==> src/rtl/seg_scan.sv <==
// Time-multiplexed seven-segment scanner with frame-aligned value commit.
// Define SEG_SCAN_LZB_EN to enable leading-zero blanking.
module seg_scan #(
   parameter int DIGITS     = 4,
   parameter int CLK_DIV    = 50000,
   parameter bit ACTIVE_LOW = 1'b0
) (
   input  logic                  clk,
   input  logic                  rst,
   input  logic [4*DIGITS-1:0]   value,
   input  logic [DIGITS-1:0]     dp,
   input  logic                  load,
   output logic [7:0]            seg,
   output logic [DIGITS-1:0]     an,
   output logic                  frame_done
);

   localparam int DIV_W = (CLK_DIV > 1) ? $clog2(CLK_DIV) : 1;
   localparam int IDX_W = (DIGITS > 1) ? $clog2(DIGITS) : 1;
   localparam logic [DIV_W-1:0]  DIV_LAST = DIV_W'(CLK_DIV - 1);
   localparam logic [IDX_W-1:0]  IDX_LAST = IDX_W'(DIGITS - 1);
   localparam logic [7:0]        SEG_OFF  = {8{ACTIVE_LOW}};
   localparam logic [DIGITS-1:0] AN_OFF   = {DIGITS{ACTIVE_LOW}};

   // segments a..g for one hex nibble; dp is appended separately
   function automatic logic [6:0] glyph(input logic [3:0] nib);
      logic [6:0] g;
      case (nib)
         4'h0: g = 7'h7E;
         4'h1: g = 7'h30;
         4'h2: g = 7'h6D;
         4'h3: g = 7'h79;
         4'h4: g = 7'h33;
         4'h5: g = 7'h5B;
         4'h6: g = 7'h5F;
         4'h7: g = 7'h70;
         4'h8: g = 7'h7F;
         4'h9: g = 7'h7B;
         4'hA: g = 7'h77;
         4'hB: g = 7'h1F;
         4'hC: g = 7'h0D;
         4'hD: g = 7'h3D;
         4'hE: g = 7'h4F;
         default: g = 7'h47;
      endcase
      return g;
   endfunction

   logic [DIV_W-1:0]    div_cnt;
   logic [IDX_W-1:0]    idx;
   logic [4*DIGITS-1:0] pend_value;
   logic [DIGITS-1:0]   pend_dp;
   logic                pend_valid;
   logic [4*DIGITS-1:0] disp_value;
   logic [DIGITS-1:0]   disp_dp;

   logic                slot_end;
   logic                frame_end;
   logic [3:0]          cur_nib;
   logic                cur_dp;
   logic                cur_blank;
   logic [DIGITS-1:0]   blank;
   logic [7:0]          seg_p0;
   logic [DIGITS-1:0]   an_p0;
`ifdef SEG_SCAN_LZB_EN
   logic                zero_run;
`endif

   assign slot_end  = (div_cnt == DIV_LAST);
   assign frame_end = slot_end && (idx == IDX_LAST);

   // ---- stage p0: slot/digit counters and display registers ----
   always_ff @(posedge clk) begin
      if (rst) begin
         div_cnt <= '0;
         idx     <= '0;
      end else if (slot_end) begin
         div_cnt <= '0;
         idx     <= (idx == IDX_LAST) ? '0 : idx + IDX_W'(1);
      end else begin
         div_cnt <= div_cnt + DIV_W'(1);
      end
   end

   // A load landing on the frame's last cycle bypasses pend so it shows next frame
   always_ff @(posedge clk) begin
      if (rst) begin
         pend_value <= '0;
         pend_dp    <= '0;
         pend_valid <= 1'b0;
         disp_value <= '0;
         disp_dp    <= '0;
      end else begin
         if (load) begin
            pend_value <= value;
            pend_dp    <= dp;
         end
         if (frame_end) begin
            if (load) begin
               disp_value <= value;
               disp_dp    <= dp;
            end else if (pend_valid) begin
               disp_value <= pend_value;
               disp_dp    <= pend_dp;
            end
            pend_valid <= 1'b0;
         end else if (load) begin
            pend_valid <= 1'b1;
         end
      end
   end

   // Blank a digit only if it and every more-significant nibble are zero
   always_comb begin
      blank = '0;
`ifdef SEG_SCAN_LZB_EN
      zero_run = 1'b1;
      for (int i = DIGITS - 1; i > 0; i--) begin
         zero_run = zero_run && (disp_value[4*i +: 4] == 4'h0);
         blank[i] = zero_run && !disp_dp[i];
      end
`endif
   end

   always_comb begin
      cur_nib   = 4'h0;
      cur_dp    = 1'b0;
      cur_blank = 1'b0;
      for (int i = 0; i < DIGITS; i++) begin
         if (int'(idx) == i) begin
            cur_nib   = disp_value[4*i +: 4];
            cur_dp    = disp_dp[i];
            cur_blank = blank[i];
         end
      end
   end

   always_comb begin
      an_p0 = '0;
      for (int i = 0; i < DIGITS; i++) begin
         an_p0[i] = (div_cnt != '0) && (int'(idx) == i);
      end
      if ((div_cnt == '0) || cur_blank) begin
         seg_p0 = 8'h00;
      end else begin
         seg_p0 = {glyph(cur_nib), cur_dp};
      end
   end

   // ---- stage p1: registered pin drivers ----
   always_ff @(posedge clk) begin
      if (rst) begin
         seg        <= SEG_OFF;
         an         <= AN_OFF;
         frame_done <= 1'b0;
      end else begin
         seg        <= ACTIVE_LOW ? ~seg_p0 : seg_p0;
         an         <= ACTIVE_LOW ? ~an_p0 : an_p0;
         frame_done <= frame_end;
      end
   end

endmodule

==> config.mk <==
export PLATFORM = sky130hd
export DESIGN_NAME = seg_scan
export DESIGN_NICKNAME = d
export VERILOG_FILES = /design/src/rtl/seg_scan.sv
export SDC_FILE = /design/constraint.sdc
export NUM_CORES = 1
export LEC_CHECK = 0
export ABC_AREA = 1
export CAP_MARGIN = 25
export CORE_MARGIN = 1.5
export CORE_UTILIZATION = 60
export CTS_CLUSTER_SIZE = 10
export DETAILED_ROUTE_END_ITERATION = 8
export GPL_TIMING_DRIVEN = 0
export PLACE_DENSITY = 0.84
export SYNTH_ARGS = -nofsm -noshare
export SYNTH_HDL_FRONTEND = slang
export SYNTH_SLANG_ARGS = --single-unit
export TNS_END_PERCENT = 20
==> constraint.sdc <==
create_clock -name clk -period 6.25 [get_ports clk]
set_clock_uncertainty 0.15 [all_clocks]
set_input_delay 1.875 -clock clk [delete_from_list [all_inputs] [get_ports clk]]
set_output_delay 1.875 -clock clk [all_outputs]
set_load 0.01 [all_outputs]
# == Word level (Yosys, flattened, before mapping) ==
# Memory sizes are Yosys's and may differ from the RTL's. A register that Yosys moved wholly into a read port is not among the register bits.
# Index checks and enable logic that the tools add are counted.
# word_totals
register_bits,72
rom_bits,112
out_inout_bits,13
wordCells,44
mem_count,1
# mem_list
memory,words,width,read_ports,rd_clocked_by_memory_dff,write_ports,line,text
(no name shown),16,7,1,1,0,28,case (nib)
# op_classes
addsub,2
eq_ne,5
muxes,13
n_reduce_logical,13
# op_table
op,n
two-way mux 16 bit,2
two-way mux 4 bit,6
adder 16 x 1 -> 16 bit (second input constant),1
equality test 16 bit (second input constant),1
logical NOT 16 bit,1
nonzero test 16 bit,1
equality test 2 bit (second input constant),3
OR reduction 2 bit,3
logical AND 1 bit,5
two-way mux 1 bit,4
adder 2 x 1 -> 2 bit (second input constant),1
equality test 2 x 1 -> 1 bit (second input constant),1
logical NOT 2 bit,1
two-way mux 2 bit,1
AND reduction 2 bit,1
nonzero test 2 bit,1

# == Logic depth before layout (Yosys ltp) ==
# Gate-level depths: netlist of the first run.
# logic_depth
depth_word,5
depth_mapped,13

# == Worst setup path before layout of the first run ==
# OpenSTA, ideal clock, no wires.
# synth_timing
path_kind,input -> register
start,in load
end,reg disp_value[10]
setup_ns,0.113
arrival_ns,2.498
t_required_ns,5.987
slack_ns,3.489
cell_stages,6
cell_sequence,clkbuf_1 > nand2_1 > o21ai_0 > inv_1 > o21ai_1 > nor2_1
# synth_via
elab_chain_cells,2
# synth_lines
element,line,text
from (decl),12,"input logic load,"
nonzero test 2 bit (no line),-,
AND reduction 2 bit (no line),-,
to (signal assigned),100,disp_value <= value;
to (signal assigned),103,disp_value <= pend_value;
to (decl),54,logic [4*DIGITS-1:0] disp_value;
# Several ways; a longest one is shown, not always the timed one.
# A chain may end at the register's enable or synchronous reset.

# == Final worst setup path of the first run ==
# layout_timing
start,reg an[2]
end,out an[2]
# layout_rtl
element,line,text
from (decl),14,"output logic [DIGITS-1:0] an,"
from (signal assigned),158,an <= ACTIVE_LOW ? ~an_p0 : an_p0;
# No word-level cell between the ends.

==> reports/qor.yml, run 1 <==
detailed_routing:
  ant_nets: 0
  topRoutingLayerUsed: "met4"
  drtPass1Iterations: 4
  wl_met1_um: 3060
  route.met3.wl_um: 295
  dr.first_iter.drc_count: 143
  via_count: 3020
  vias_per_cell: 4.86
  route.detailed.drc: 0
  wl_met2_um: 3140
  wl_per_cell_um: 10.7
  wl_um: 6660
clock_tree:
  clock_path_buffers: 2
  cts-root-buf: "clkbuf_8"
  cts_resized: 0
  clock_latency_ns: 0.36
  clkTransAtPathRegs_ns: 0.08
  cts_tree: "done"
  post_cts_buffers: 0
  cts.sinks: 72
  htreeDepth: 3
  cts_made_buffers: 9
  hold_buffers: 0
power_and_ir_drop:
  pwr-share-clk_pct: 44.4
  p_int_uw: 773
  power.switching_uw: 219
  swShare_pct: 22.1
  pwr-share-comb_pct: 7.4
  p_leak_uw: 0.00188
  peakVddDrop_v: 0.000166
  p_per_area_nw_per_um2: 245
  power_frac_seq_pct: 48.2
floorplan:
  dieArea_sq_um: 6090
  core-area_sq_um: 5470
  num_rows: 27
  io_pins: 36
  die_x_um: 78.0
  die-height_um: 78.0
  initial_core_util_pct: 61.7
cells_and_area:
  final_util_pct: 74.0
  final_common_cell: "inv_1"
  nFillCells: 440
  layout_common_cells: "inv_1 (108), nand2_1 (89), nor2_1 (74), dfxtp_1 (72), clkdlybuf4s50_1 (35)"
  multi_input_area_sq_um: 1440
  diodes: 0
  nNetsFinal: 580
  final_area_sq_um: 4050
  seqCellArea_sq_um: 1440
  drive_above_1_share_pct: 6.38
  syn2layout_area_growth_pct: 20.0
synth:
  ys_types: 27
  synth_flop_cell: "dfxtp_1"
  synth_top_cell_area_share_pct: 42.7
  ys_warn_count: 0
  ys_ff_latch: 72
  synth_edf_count: 0
  async_flop_share_pct: 0
  syn-num-nets: 534
  syn_inst: 498
  syn_avg_cell_area_sq_um: 6.78
  synth_top_area_cell: "dfxtp_1"
  syn_area_sq_um: 3380
  ys_top_cells_by_area: "dfxtp_1 (43%), inv_1 (12%), nand2_1 (9.9%)"
  synth-seq-area-share_pct: 42.7
worst_setup_path:
  worstPathRequired_ns: 4.22
  slowest_stage: "clkdlybuf4s50_1"
  critPathTopFamily: "buffers and inverters"
  cp_cell_sequence: "clkdlybuf4s50_1"
  cp.arrival_ns: 1.19
  critPathKind: "flop to primary output"
  crit_path_end_kind: "primary output"
  path_max_fanout: 1
  critPathLaunchType: "flop"
  cp_num_buf_inv: 1
  cpPeakStageDelay_ns: 0.53
global_route:
  grt_max_degree: 13
  overflow: 0
  grtUsageTotal_pct: 24.5
  grt_first_pass_wirelength_um: 11900
  grt_pass1_vias: 2816
  antenna_found_initial: 0
sta:
  rsz0062_at_grt: "false"
  max_slew.worst_pin.slew_ns: 0.647
  whs_ns: 0.318
  fmax_ghz: 0.311
  finalHoldViolCount: 0
  slew_headroom_pct: 56.8
  setup_viol: 0
  period_share_pct: 51.5
  drv_slew: 0
  tns_ns: 0
  fin_crit_ns: 3.22
worst_hold_path:
  hp-class: "flop to flop"
placement:
  gp_congestion: 0.899
  postPlaceCellArea_sq_um: 3820
  dp_hpwl_um: 4910
  numPortBuffers: 35
status:
  outcome: "finished, final reports clean"
job:
  cap_violations: 0
[flip-flops by register name, indices dropped and copies added (netlist names)]
| signal | flops |
|---|---|
| pend_value | 16 |
| idx | 2 |
| disp_value | 16 |
| an | 4 |
| div_cnt | 16 |
| seg | 8 |
| pend_valid | 1 |
| pend_dp | 4 |
| frame_done | 1 |
| disp_dp | 4 |
[logic make-up after synthesis]
| logic type | count (synthesis) | synth area share, % |
|---|---|---|
| XOR/XNOR | 5 | 1.30 |
| adder cells (fa/ha/maj) | 13 | 4.82 |
| AND/OR/NAND/NOR | 205 | 25.3 |
| buffers and inverters | 128 | 14.6 |
| AO/OA/AOI/OAI | 75 | 11.3 |
| flip-flops | 72 | 42.7 |
[power by group through the flow]
| stage | Sequential (uW) | Clock, uW | Combinational, uW |
|---|---|---|---|
| 2_1_floorplan | 491 | 0 | 37.7 |
| 3_3_place_gp | 488 | 0 | 71.6 |
| 3_5_place_dp | 489 | 0 | 73.1 |
| 4_1_cts | 478 | 441 | 73.4 |
| 5_1_grt | 480 | 465 | 83.3 |
| 6_report | 478 | 440 | 73.0 |
[layout make-up]
| class | count | area share (%) |
|---|---|---|
| clock buffer | 10 | 3.15 |
| tap | 72 | 2.22 |
| inverter | 113 | 10.5 |
| sequential | 72 | 35.6 |
| multi-input combinational | 298 | 35.6 |
| timing repair buffer | 35 | 8.65 |
| buffer | 15 | 1.67 |
| clock inverter | 6 | 2.66 |
[synthesized netlist by cell type (all sizes together) (4+ instances only)]
cell / instances
a21oi: 26
buf: 7
clkbuf: 8
dfxtp: 72
ha: 13
inv: 113
nand2: 92
nand3: 19
nand4: 4
nor2: 78
nor3: 9
o21ai: 46
xor2: 4
[worst paths after layout]
check                             start                    end  slack [ns]  depth (start not counted)
hold / removal    div_cnt[0]$_SDFF_PP0_  div_cnt[0]$_SDFF_PP0_        0.32                          1
setup reg to reg    idx[0]$_SDFFE_PP0N_      seg[7]$_SDFF_PP0_        3.60                         13
setup / recovery       an[2]$_SDFF_PP0_                  an[2]        3.03                          1
hold reg to reg   div_cnt[0]$_SDFF_PP0_  div_cnt[0]$_SDFF_PP0_        0.32                          1
[per-stage QoR]
step                worst slack (ns)  cells  total power [uW]
floorplan                       3.49    498               528
global placement                2.66    605               560
detailed placement              2.65    605               562
CTS                             3.02    621               993
global route                    2.87    621              1030
finish                          3.03    621               992
[metal layers]
layer | up-vias | GRT usage, %
li1 | 1600 | -
met4 | 0 | 9.11
met3 | 17 | 6.74
met1 | 1327 | 29.1
met2 | 76 | 42.1
met5 | - | 0
No activity file was read; power rests on OpenSTA's default activity.
==> run 2, diff against run 1 <==
- CORE_UTILIZATION: 60 -> 56
- PLACE_DENSITY: 0.84 -> 0.79
- clock period: 6.25 -> 3 ns (I/O delays scaled with it)
==> run 2 against run 1 <==
- routed wire length down 0.23%
- sequential power up 110%
- first-iteration DRC count up 10%
==> reports/qor.yml, run 2 (synthesis gave the netlist of run 1 again) <==
status:
  outcome: "finished, final reports clean"
global_route:
  met1_usage_pct: 29.7
  grt_first_pass_wirelength_um: 11700
  use_met3_pct: 4.09
  met2_usage_pct: 37.6
  grt_max_degree: 12
  grtUsageTotal_pct: 23.4
  grt_pass1_vias: 2725
  busiest_layer: "met2"
  antenna_found_initial: 0
  overflow: 0
cells_and_area:
  drive_above_1_share_pct: 6.20
  final_cells: 623
  syn2layout_area_growth_pct: 19.7
  nFillCells: 530
  nNetsFinal: 580
  top_regs: "disp_value x16, div_cnt x16, pend_value x16"
  layout_common_cells: "inv_1 (108), nand2_1 (89), nor2_1 (74), dfxtp_1 (72), clkdlybuf4s50_1 (35)"
  final_common_cell: "inv_1"
  diodes: 0
detailed_routing:
  vias_per_cell: 4.74
  ant_nets: 0
  via_count: 2956
  wl_um: 6650
  wl_per_cell_um: 10.7
  route.detailed.drc: 0
  drtPass1Iterations: 5
  dr.first_iter.drc_count: 158
clock_tree:
  clock_latency_ns: 0.34
  hold_buffers: 0
  cts_resized: 0
  cts-root-buf: "clkbuf_8"
  post_cts_buffers: 0
  cts_made_buffers: 9
  cts_tree: "done"
  cts.sinks: 72
  clock_path_buffers: 2
  clkTransAtPathRegs_ns: 0.07
  htreeDepth: 3
floorplan:
  io_pins: 36
  dieArea_sq_um: 6500
  num_rows: 28
  die-height_um: 80.6
  die_x_um: 80.6
  core-area_sq_um: 5890
  initial_core_util_pct: 57.4
worst_setup_path:
  reg2reg_slack_ns: 0.44
  path_max_fanout: 10
  worstPathRequired_ns: 3.12
  slowest_stage: "a21boi_1"
  cp.arrival_ns: 2.68
  critPathLaunchType: "flop"
  cpPeakStageDelay_ns: 0.47
  crit_path_end_kind: "flop"
  cp_cell_sequence: "inv_1 -> ha_1 -> buf_2 -> a21oi_1 -> nand2_1 -> a21boi_1 -> inv_1 -> ha_1 -> nand3_1 -> nand3_1 -> a21oi_1"
  critPathKind: "flop to flop"
power_and_ir_drop:
  p_per_area_nw_per_um2: 497
  peakVddDrop_v: 0.000302
  power.total_uw: 2010
  p_leak_uw: 0.00188
placement:
  dp.cells: 608
  gp_congestion: 0.885
  dp_slack_ns: 0.349
  dp_hpwl_um: 4910
  numPortBuffers: 35
job:
  cap_violations: 0
sta:
  setup_viol: 0
  tns_ns: 0
  drv_slew: 0
  setup_slack_ns: 0.443
  fmax_ghz: 0.391
  whs_ns: 0.329
  period_share_pct: 85.2
  finalHoldViolCount: 0
  slew_headroom_pct: 59.7
  max_slew.worst_pin.slew_ns: 0.603
  fin_crit_ns: 2.56
  rsz0062_at_grt: "false"
worst_hold_path:
  hp-class: "flop to flop"
run 2: cell types whose count changed in the layout (fill, tap and decap cells not counted):
cell | before | now
clkinvlp_4 | 1 | 0
clkbuf_8 | 9 | 11
bufinv_16 | 3 | 2
clkinv_2 | 2 | 1
run 2: worst paths after layout:
check	from	endpoint	cells after the start
worst max-delay path	idx[0]$_SDFFE_PP0N_	seg[4]$_SDFF_PP0_	11
worst min-delay path	div_cnt[13]$_SDFF_PP0_	div_cnt[13]$_SDFF_PP0_	2
worst max register to register	idx[0]$_SDFFE_PP0N_	seg[4]$_SDFF_PP0_	11
worst min register to register	div_cnt[13]$_SDFF_PP0_	div_cnt[13]$_SDFF_PP0_	2
run 2: per-stage QoR:
step                      utilization (%)  instance area, sq um
after CTS                            68.6                  4040
after detailed placement             64.9                  3820
after global routing                 68.6                  4040
final                                68.6                  4040
after global placement               64.9                  3820
after floorplan                         -                  3380
run 2: worst max-delay path: cells and delay by family, from the launching register on:
| family | cells | cell delay, ns |
|---|---|---|
| buffers and inverters | 3 | 0.46 |
| DFF | 1 | 0.38 |
| AOI/OAI and AO/OA | 3 | 0.75 |
| and+or+nand+nor | 3 | 0.30 |
| adders and majority gates | 2 | 0.45 |
run 2: layout make-up:
cell class	instances	area (sq um)	area share, %
clock buffers	12	155	3.84
multi-input cells	298	1440	35.7
clock inverters	3	65.1	1.61
well taps	75	93.8	2.32
plain buffers	15	67.6	1.67
flip-flops and latches	72	1440	35.7
repair buffers	35	350	8.67
inverters	113	424	10.5
run 2: where the power goes:
part	leakage, uW	total [uW]	switching [uW]	internal, uW
combinational	0.00118	155	81.8	72.7
sequential	0.000588	997	9.35	988
clock	0.000112	855	347	508
total	0.00188	2010	438	1570
run 2: metal layers:
layer	up-vias	part of all wire, %
met1	1276	49
met2	74	45
met4	0	2.2
met3	13	3.9
met5	-	0
li1	1593	-
==> RTL change, RTL diff (config.mk and constraints of run 1) <==
Add a define of `SEG_SCAN_LZB_EN`.
--- a/src/rtl/seg_scan.sv
+++ b/src/rtl/seg_scan.sv
@@ -2,2 +2,4 @@
 // Define SEG_SCAN_LZB_EN to enable leading-zero blanking.
+`define SEG_SCAN_LZB_EN
+
 module seg_scan #(
Formal check against the unedited RTL: same outputs for any inputs over 10 cycles, from zero or initial values and one cycle with rst high; that may be too few to reach the edited logic, so the function may still have changed.
==> RTL change against run 1 <==
Cell area increased by 2.6%; routed wire length grew 2.2%; synthesized area rose by 4.5%; sequential cell count stayed put; power shrank 8.8%; setup slack worse by 0.075 ns; register-to-register slack better by 0.15 ns; critical path type is now in2reg; critical endpoint is now disp_dp[3].
==> RTL change: results (changes against run 1) <==
Worst hold path
  • Worst hold stages: 2 (+1)

Route
  • Via count: 3074 (+1.8%)
  • Initial drt markers: 113 (-21%)
  • Post-Route WL: 6810 um (+2.2%)
  • WL met2: 3180 um (+1.3%)
  • Wirelength per Cell: 10.9 um (+1.4%)
  • Met3 wire len: 336 um (+14%)

Pwr
  • Power in combinational cells: 0.0000742 W (+2%)
  • Seq group: 0.000479 W (about the same)
  • Max VDD drop: 159 uV (-4.5%)

Worst setup path
  • Reg2Reg Depth: 11 (-2)
  • Worst reg2reg path endpoint: seg[6]
  • R2R Setup Slk: 3.75 ns (+0.15 ns)

Global routing
  • M3 GR Usage: 3.43% (-3.3 points)
  • Met2 GRT Util: 40.8% (-1.2 points)
  • Number of global-route vias before repair: 2852 (+1.3%)

Placed design
  • Cells after DPL: 610 (+0.83%)
  • Placed cell area: 0.00397 sq mm (+4.0%)
  • DP Worst Slack: 2.58 ns (-0.0690 ns)
  • Routability-driven placement congestion ratio: 0.853 (-5.0%)

Layout
  • Nets: 585 (+0.86%)

Synthesis
  • Synth top area cells: dfxtp_1, inv_1, nand2_1, nor2_1, ha_1
  • Syn Nets: 539 (+0.94%)
  • Synth Area per Inst: 7.01 sq um (+3.5%)
  • Sequential share of the synthesized area: 40.9% (-1.8 points)

Timing
  • Final Cycle Share: 52.7% (+1.2 points)
  • Rel. slew slack: 66.6% (+9.8 points)

Status
  • Status: finished clean
-- RTL change: changes by cell type in the layout (fill, tap and decap cells not counted), moves of 5 or more --
cell     delta
buf_2       -5
inv_1      -15
inv_2       -5
nand2_1     -7
nand2_2     +7
or2_2      +22
-- RTL change: final cells by class --
| cell class | count | area (sq um) | share of cell area (%) |
|---|---|---|---|
| Buffer | 15 | 95.1 | 2.29 |
| Clock buffer | 10 | 128 | 3.07 |
| Clock inverter | 6 | 60.1 | 1.44 |
| Inverter | 93 | 349 | 8.40 |
| Multi-Input combinational cell | 323 | 1640 | 39.5 |
| Sequential cell | 72 | 1440 | 34.7 |
| Tap cell | 72 | 90.1 | 2.17 |
| Timing Repair Buffer | 35 | 350 | 8.43 |
-- RTL change: cell families after synthesis --
logic type                 after synthesis  synth area share [%]
and+or+nand+nor                        232                  30.2
buffers and inverters                  108                  12.6
AOI/OAI and AO/OA                       73                  10.5
DFF                                     72                  40.9
adders and majority gates               13                  4.61
xor gates and xnor gates                 5                  1.24
